==> src/rtl/mem_access_pkg.sv <==
`default_nettype none
// ============================================================================
// Module      : mem_access_pkg
// Description : Shared definitions for the multicycle memory access
//               sequencer: access op codes, FSM state encoding, lane masks
//               and small decode helpers.
// Revision    : 1.0  initial release
// ============================================================================
package mem_access_pkg;

   // Access op codes
   localparam logic [2:0] OP_LW = 3'b000;
   localparam logic [2:0] OP_LH = 3'b001;
   localparam logic [2:0] OP_LB = 3'b010;
   localparam logic [2:0] OP_SW = 3'b100;
   localparam logic [2:0] OP_SH = 3'b101;
   localparam logic [2:0] OP_SB = 3'b110;

   // Lane widths and masks (lane 0 position, shifted into place by the user)
   localparam int          BYTE_W    = 8;
   localparam int          HALF_W    = 16;
   localparam logic [31:0] BYTE_MASK = 32'h0000_00FF;
   localparam logic [31:0] HALF_MASK = 32'h0000_FFFF;

   typedef enum logic [2:0] {
      ST_IDLE  = 3'd0,
      ST_READ  = 3'd1,
      ST_WAIT  = 3'd2,
      ST_WRITE = 3'd3,
      ST_DONE  = 3'd4,
      ST_ERR   = 3'd5
   } state_t;

   // Unknown codes collapse to LW so the rest of the datapath only ever
   // sees the six legal encodings.
   function automatic logic [2:0] norm_op(input logic [2:0] op);
      case (op)
         OP_LW, OP_LH, OP_LB, OP_SW, OP_SH, OP_SB: norm_op = op;
         default:                                  norm_op = OP_LW;
      endcase
   endfunction

   // Alignment test on a normalised op.
   function automatic logic addr_ok(input logic [2:0] op, input logic [1:0] a);
      case (op)
         OP_LW, OP_SW: addr_ok = (a == 2'b00);
         OP_LH, OP_SH: addr_ok = (a[0] == 1'b0);
         default:      addr_ok = 1'b1;
      endcase
   endfunction

   // Bit 2 of a normalised op distinguishes stores from loads.
   function automatic logic is_store(input logic [2:0] op);
      is_store = op[2];
   endfunction

endpackage
`default_nettype wire

==> src/rtl/byte_lane_unit.sv <==
`default_nettype none
// ============================================================================
// Module      : byte_lane_unit
// Description : Combinational lane steering for little-endian sub-word
//               accesses against a 32-bit word.
//   op_i      : normalised access op
//   addr_lo_i : byte offset within the word
//   rdata_i   : word read from memory
//   wdata_i   : store data (low lanes used for SB/SH)
//   load_o    : addressed lane, zero-extended
//   merge_o   : rdata_i with the addressed lane replaced by store data
// Revision    : 1.0  initial release
// ============================================================================
module byte_lane_unit
   import mem_access_pkg::*;
(
   input  logic [2:0]  op_i,
   input  logic [1:0]  addr_lo_i,
   input  logic [31:0] rdata_i,
   input  logic [31:0] wdata_i,
   output logic [31:0] load_o,
   output logic [31:0] merge_o
);

   logic [4:0]  w_byte_sh;
   logic [4:0]  w_half_sh;
   logic [31:0] w_byte_word;
   logic [31:0] w_half_word;
   logic [31:0] w_byte_mask;
   logic [31:0] w_half_mask;

   // Bit offsets of the addressed byte / halfword
   assign w_byte_sh   = {addr_lo_i, 3'b000};
   assign w_half_sh   = {addr_lo_i[1], 4'b0000};

   // Addressed lane moved down to bit 0
   assign w_byte_word = rdata_i >> w_byte_sh;
   assign w_half_word = rdata_i >> w_half_sh;

   assign w_byte_mask = BYTE_MASK << w_byte_sh;
   assign w_half_mask = HALF_MASK << w_half_sh;

   always_comb begin
      load_o  = rdata_i;
      merge_o = wdata_i;
      case (op_i)
         OP_LB: load_o = w_byte_word & BYTE_MASK;
         OP_LH: load_o = w_half_word & HALF_MASK;
         OP_SB: merge_o = (rdata_i & ~w_byte_mask)
                        | (((wdata_i & BYTE_MASK) << w_byte_sh) & w_byte_mask);
         OP_SH: merge_o = (rdata_i & ~w_half_mask)
                        | (((wdata_i & HALF_MASK) << w_half_sh) & w_half_mask);
         default: ;
      endcase
   end

endmodule
`default_nettype wire

==> src/rtl/mem_access_ctrl.sv <==
`default_nettype none
// ============================================================================
// Module      : mem_access_ctrl
// Description : Multicycle memory access sequencer. Captures a request on
//               start, then runs word/halfword/byte loads and stores against
//               a word-wide memory with one-cycle read latency. Sub-word
//               stores are read-modify-write.
//   clk, reset          : clock, synchronous active-high reset
//   start, op, addr,
//   wdata               : request strobe, access type, byte address, data
//   mem_rdata           : memory read word (one cycle after mem_addr)
//   mem_addr, mem_wdata,
//   mem_wr              : memory address, write word, write enable
//   rdata               : zero-extended load result (held)
//   busy, done,
//   align_err           : status
// Revision    : 1.0  initial release
// ============================================================================
module mem_access_ctrl
   import mem_access_pkg::*;
(
   input  logic        clk,
   input  logic        reset,
   input  logic        start,
   input  logic [2:0]  op,
   input  logic [31:0] addr,
   input  logic [31:0] wdata,
   input  logic [31:0] mem_rdata,
   output logic [31:0] mem_addr,
   output logic [31:0] mem_wdata,
   output logic        mem_wr,
   output logic [31:0] rdata,
   output logic        busy,
   output logic        done,
   output logic        align_err
);

   state_t      state_q,  state_d;
   logic [31:0] addr_q,   addr_d;
   logic [2:0]  op_q,     op_d;
   logic [31:0] wdata_q,  wdata_d;
   logic [31:0] merge_q,  merge_d;
   logic [31:0] rdata_q,  rdata_d;

   logic [2:0]  w_op_in;
   logic [31:0] w_load;
   logic [31:0] w_merge;

   assign w_op_in = norm_op(op);

   byte_lane_unit u_lane (
      .op_i      (op_q),
      .addr_lo_i (addr_q[1:0]),
      .rdata_i   (mem_rdata),
      .wdata_i   (wdata_q),
      .load_o    (w_load),
      .merge_o   (w_merge)
   );

   always_ff @(posedge clk) begin
      if (reset) begin
         state_q <= ST_IDLE;
         addr_q  <= '0;
         op_q    <= OP_LW;
         wdata_q <= '0;
         merge_q <= '0;
         rdata_q <= '0;
      end else begin
         state_q <= state_d;
         addr_q  <= addr_d;
         op_q    <= op_d;
         wdata_q <= wdata_d;
         merge_q <= merge_d;
         rdata_q <= rdata_d;
      end
   end

   always_comb begin
      state_d = state_q;
      addr_d  = addr_q;
      op_d    = op_q;
      wdata_d = wdata_q;
      merge_d = merge_q;
      rdata_d = rdata_q;
      case (state_q)
         ST_IDLE: begin
            if (start) begin
               addr_d  = addr;
               op_d    = w_op_in;
               wdata_d = wdata;
               // Misaligned requests never touch memory or rdata.
               if (!addr_ok(w_op_in, addr[1:0]))
                  state_d = ST_ERR;
               else if (w_op_in == OP_SW)
                  state_d = ST_WRITE;
               else
                  state_d = ST_READ;
            end
         end
         ST_READ:  state_d = ST_WAIT;
         ST_WAIT: begin
            // mem_rdata is valid here for the address issued in READ.
            if (is_store(op_q)) begin
               merge_d = w_merge;
               state_d = ST_WRITE;
            end else begin
               rdata_d = w_load;
               state_d = ST_DONE;
            end
         end
         ST_WRITE: state_d = ST_DONE;
         ST_DONE:  state_d = ST_IDLE;
         ST_ERR:   state_d = ST_IDLE;
         default:  state_d = ST_IDLE;
      endcase
   end

   always_comb begin
      mem_addr  = '0;
      mem_wdata = '0;
      mem_wr    = 1'b0;
      if (state_q != ST_IDLE)
         mem_addr = {addr_q[31:2], 2'b00};
      if (state_q == ST_WRITE) begin
         mem_wr    = 1'b1;
         mem_wdata = (op_q == OP_SW) ? wdata_q : merge_q;
      end
   end

   assign rdata     = rdata_q;
   assign busy      = (state_q != ST_IDLE);
   assign done      = (state_q == ST_DONE) || (state_q == ST_ERR);
   assign align_err = (state_q == ST_ERR);

endmodule
`default_nettype wire
==> config.mk <==
export PLATFORM = sky130hd
export DESIGN_NAME = mem_access_ctrl
export DESIGN_NICKNAME = d
export VERILOG_FILES = /design/src/rtl/mem_access_pkg.sv /design/src/rtl/byte_lane_unit.sv /design/src/rtl/mem_access_ctrl.sv
export SDC_FILE = /design/constraint.sdc
export NUM_CORES = 1
export LEC_CHECK = 0
export BUFFER_PORTS_ARGS = -buffer_cell sky130_fd_sc_hd__buf_4
export CORE_MARGIN = 1
export CORE_UTILIZATION = 45
export DETAILED_ROUTE_END_ITERATION = 6
export HOLD_SLACK_MARGIN = 0.02
export PLACE_DENSITY_LB_ADDON = 0.3
export REMOVE_ABC_BUFFERS = 1
export SLEW_MARGIN = 25
export SYNTH_ARGS = -nofsm -noshare
export SYNTH_HDL_FRONTEND = slang
export SYNTH_SLANG_ARGS = --single-unit
==> constraint.sdc <==
create_clock -name clk -period 4.3 [get_ports clk]
set_clock_uncertainty 0.05 [all_clocks]
set_input_delay 0.43 -clock clk [delete_from_list [all_inputs] [get_ports clk]]
set_output_delay 0.43 -clock clk [all_outputs]
set_load 0.01 [all_outputs]
==> out/metrics.yaml <==
outcome:
  outcome: "completed"
sta:
  period_share_pct: 71.2
  final_hold_viol_count: 0
  period_needed_ns: 3.06
  clock.fmax_ghz: 0.326
  slew_headroom_pct: 28.9
  drv_slew: 0
  setup_tns_ns: 0
  setup_violations: 0
  tightest_slew_ns: 1.07
  rsz0062_at_grt: "no"
route:
  vias: 7015
  wl_per_cell_um: 17.5
  drc: 0
  viasPerCell: 5.53
  first_pass_iters: 5
  routed_wl_um: 22200
  antenna_left: 0
  first_iter_violations: 441
clocking:
  clk-insertion-delay-late_ns: 0.42
  post_cts_buffers: 0
  post_cts_resized: 0
  cts_tree: "done"
  clock_path_buffers: 2
  cts_root_buffer: "clkbuf_16"
  clk_pin_slew_ns: 0.06
  htreeDepth: 4
  postCtsHoldBufs: 0
  numCtsBuffers: 17
  cts.sinks: 134
yosys:
  syn_inst: 905
  synth_area_um2: 7310
  synth_cell_types: 42
  yosysSeqAreaShare_pct: 36.7
  yosysWarnings: 0
  ys_ff_latch: 134
  avgSynthCellArea_um2: 8.08
floorplan:
  core_area_um2: 15900
  die_x_um: 129
  ios: 202
  rows: 46
  dieArea_um2: 16800
  initial_core_util_pct: 46.0
  die_h_um: 129
global_route:
  grt_util_all_layers_pct: 27.0
  grt_pass1_wl_um: 34800
  grt_antenna_before_repair: 0
  grt_pass1_vias: 6650
  grt_max_degree: 91
  gr-total-overflow: 0
power_and_ir_drop:
  p_leak_nw: 3.55
  power_density_nw_per_um2: 382
  vdd_drop_max_mv: 0.255
critical_path:
  critical_path_required_ns: 3.82
  crit_path_end_kind: "output port"
  startpoint_type: "flip-flop"
  worstPathArrival_ns: 2.58
  worstSetupPathType: "reg2out"
  crit_path_max_fanout: 19
placed_design:
  dpl_cell_area_um2: 8720
  gp_congestion: 0.827
  dpl.hpwl_um: 14600
  port-buffer-count: 199
finish:
  diodes: 0
  seqCellArea_um2: 2680
  synthToLayoutAreaGrowth_pct: 26.4
  fin_area_um2: 9240
  nFillCells: 1525
  fin_util_pct: 58.2
  nNetsFinal: 1150
  drive_above_1_share_pct: 31.2
  multi_input_area_um2: 4150
worst_hold_path:
  hp-class: "in2reg"
run:
  maxCapViolations: 0
[sequential cells by signal, summed over array words and instances (netlist names)]
signal / flops
state_q: 3
op_q: 3
merge_q: 32
wdata_q: 32
addr_q: 32
rdata: 32
[where the power goes]
| group | internal (mW) | switching [mW] |
|---|---|---|
| logic | 0.313 | 0.439 |
| clock network | 0.806 | 0.526 |
| registers | 1.34 | 0.105 |
[cell type report]
type / instances / area share (%)
clock inverters: 6 / 0.596
clock buffers: 22 / 5.02
repair buffers: 212 / 17.2
well taps: 216 / 2.92
inverters: 6 / 0.244
flip-flops and latches: 134 / 29.0
multi-input cells: 673 / 44.9
[Yosys cell counts (all sizes together)]
cell / count / share of area, %
nand2: 209 / 11
dfxtp: 134 / 37
a21oi: 102 / 7.0
nor2: 69 / 4.0
a221oi: 48 / 7.1
clkbuf: 47 / 2.4
buf: 46 / 4.0
nor3: 42 / 3.4
mux2: 40 / 6.2
mux2i: 40 / 5.5
and2: 32 / 2.7
o21ai: 32 / 2.2
a22oi: 16 / 2.7
a211oi: 8 / 0.82
o211ai: 8 / 0.82
inv: 6 / 0.31
ha: 4 / 0.68
nand2b: 4 / 0.34
nor3b: 3 / 0.44
nand3b: 2 / 0.21
nor2b: 2 / 0.17
or3b: 2 / 0.24
and3b: 1 / 0.12
and4bb: 1 / 0.17
conb: 1 / 0.051
nor4: 1 / 0.17
o2111ai: 1 / 0.12
o311a: 1 / 0.14
or3: 1 / 0.086
or4b: 1 / 0.14
xor2: 1 / 0.22
[cell usage in the layout, fill, tap and decap left out, drive strengths merged]
| cell type | n |
|---|---|
| buf | 212 |
| nand3b | 2 |
| o311a | 1 |
| mux2 | 40 |
| o2111ai | 1 |
| nand2 | 209 |
| a22oi | 16 |
| nor3 | 42 |
| nor3b | 3 |
| a211oi | 8 |
| and4bb | 1 |
| nor4 | 1 |
| clkinv | 5 |
| clkbuf | 22 |
| a221oi | 48 |
| and3b | 1 |
| and2 | 32 |
| o21ai | 32 |
| nor2b | 2 |
| o211ai | 8 |
| inv | 6 |
| nand2b | 4 |
| xor2 | 1 |
| bufinv | 1 |
| or3 | 1 |
| or4b | 1 |
| or3b | 2 |
| conb | 2 |
| mux2i | 40 |
| nor2 | 69 |
| a21oi | 102 |
| ha | 4 |
| dfxtp | 134 |
[stage by stage]
step | total power, mW | std cells | setup slack [ns] | hold WS, ns
after detailed placement | 2.22 | 1241 | 1.68 | 0.392
after floorplan | 1.88 | 813 | 1.07 | 0.376
after global routing | 3.69 | 1269 | 1.12 | 0.192
final | 3.53 | 1269 | 1.24 | 0.200
after CTS | 3.55 | 1269 | 1.21 | 0.183
after global placement | 2.21 | 1241 | 1.77 | 0.387
[worst max-delay path, stage by stage, from the launching register on]
cell and delay, ns:
dfxtp_1 0.57, nor3b_4 0.82, buf_4 0.39, nand2_1 0.08, a21oi_1 0.14, buf_4 0.15
[final timing paths]
check	start	endpoint	slack, ns	cells after the start
min reg2reg	addr_q[5]	addr_q[5]	0.40	2
min	addr[10]	addr_q[10]	0.20	3
max reg2reg	op_q[2]	merge_q[11]	1.82	5
max	op_q[2]	mem_wdata[31]	1.24	5
[metal layers]
| metal | up-vias | track usage [%] | wire, µm |
|---|---|---|---|
| li1 | 3417 | - | - |
| met1 | 3299 | 33.1 | 9640 |
| met2 | 256 | 44.1 | 10300 |
| met3 | 43 | 8.18 | 1770 |
| met4 | 0 | 11.3 | 510 |
| met5 | - | 0 | 0 |
[cell families after synthesis]
kind of cell | synth area share [%]
AO/OA/AOI/OAI | 20.9
XOR/XNOR | 0.223
adder cells (fa/ha/maj) | 0.684
buffers and inverters | 6.78
flip-flops | 36.7
multiplexers | 11.6
other | 0.0513
AND/OR/NAND/NOR | 23.0
Note: power is estimated with default switching activity, not from simulation.
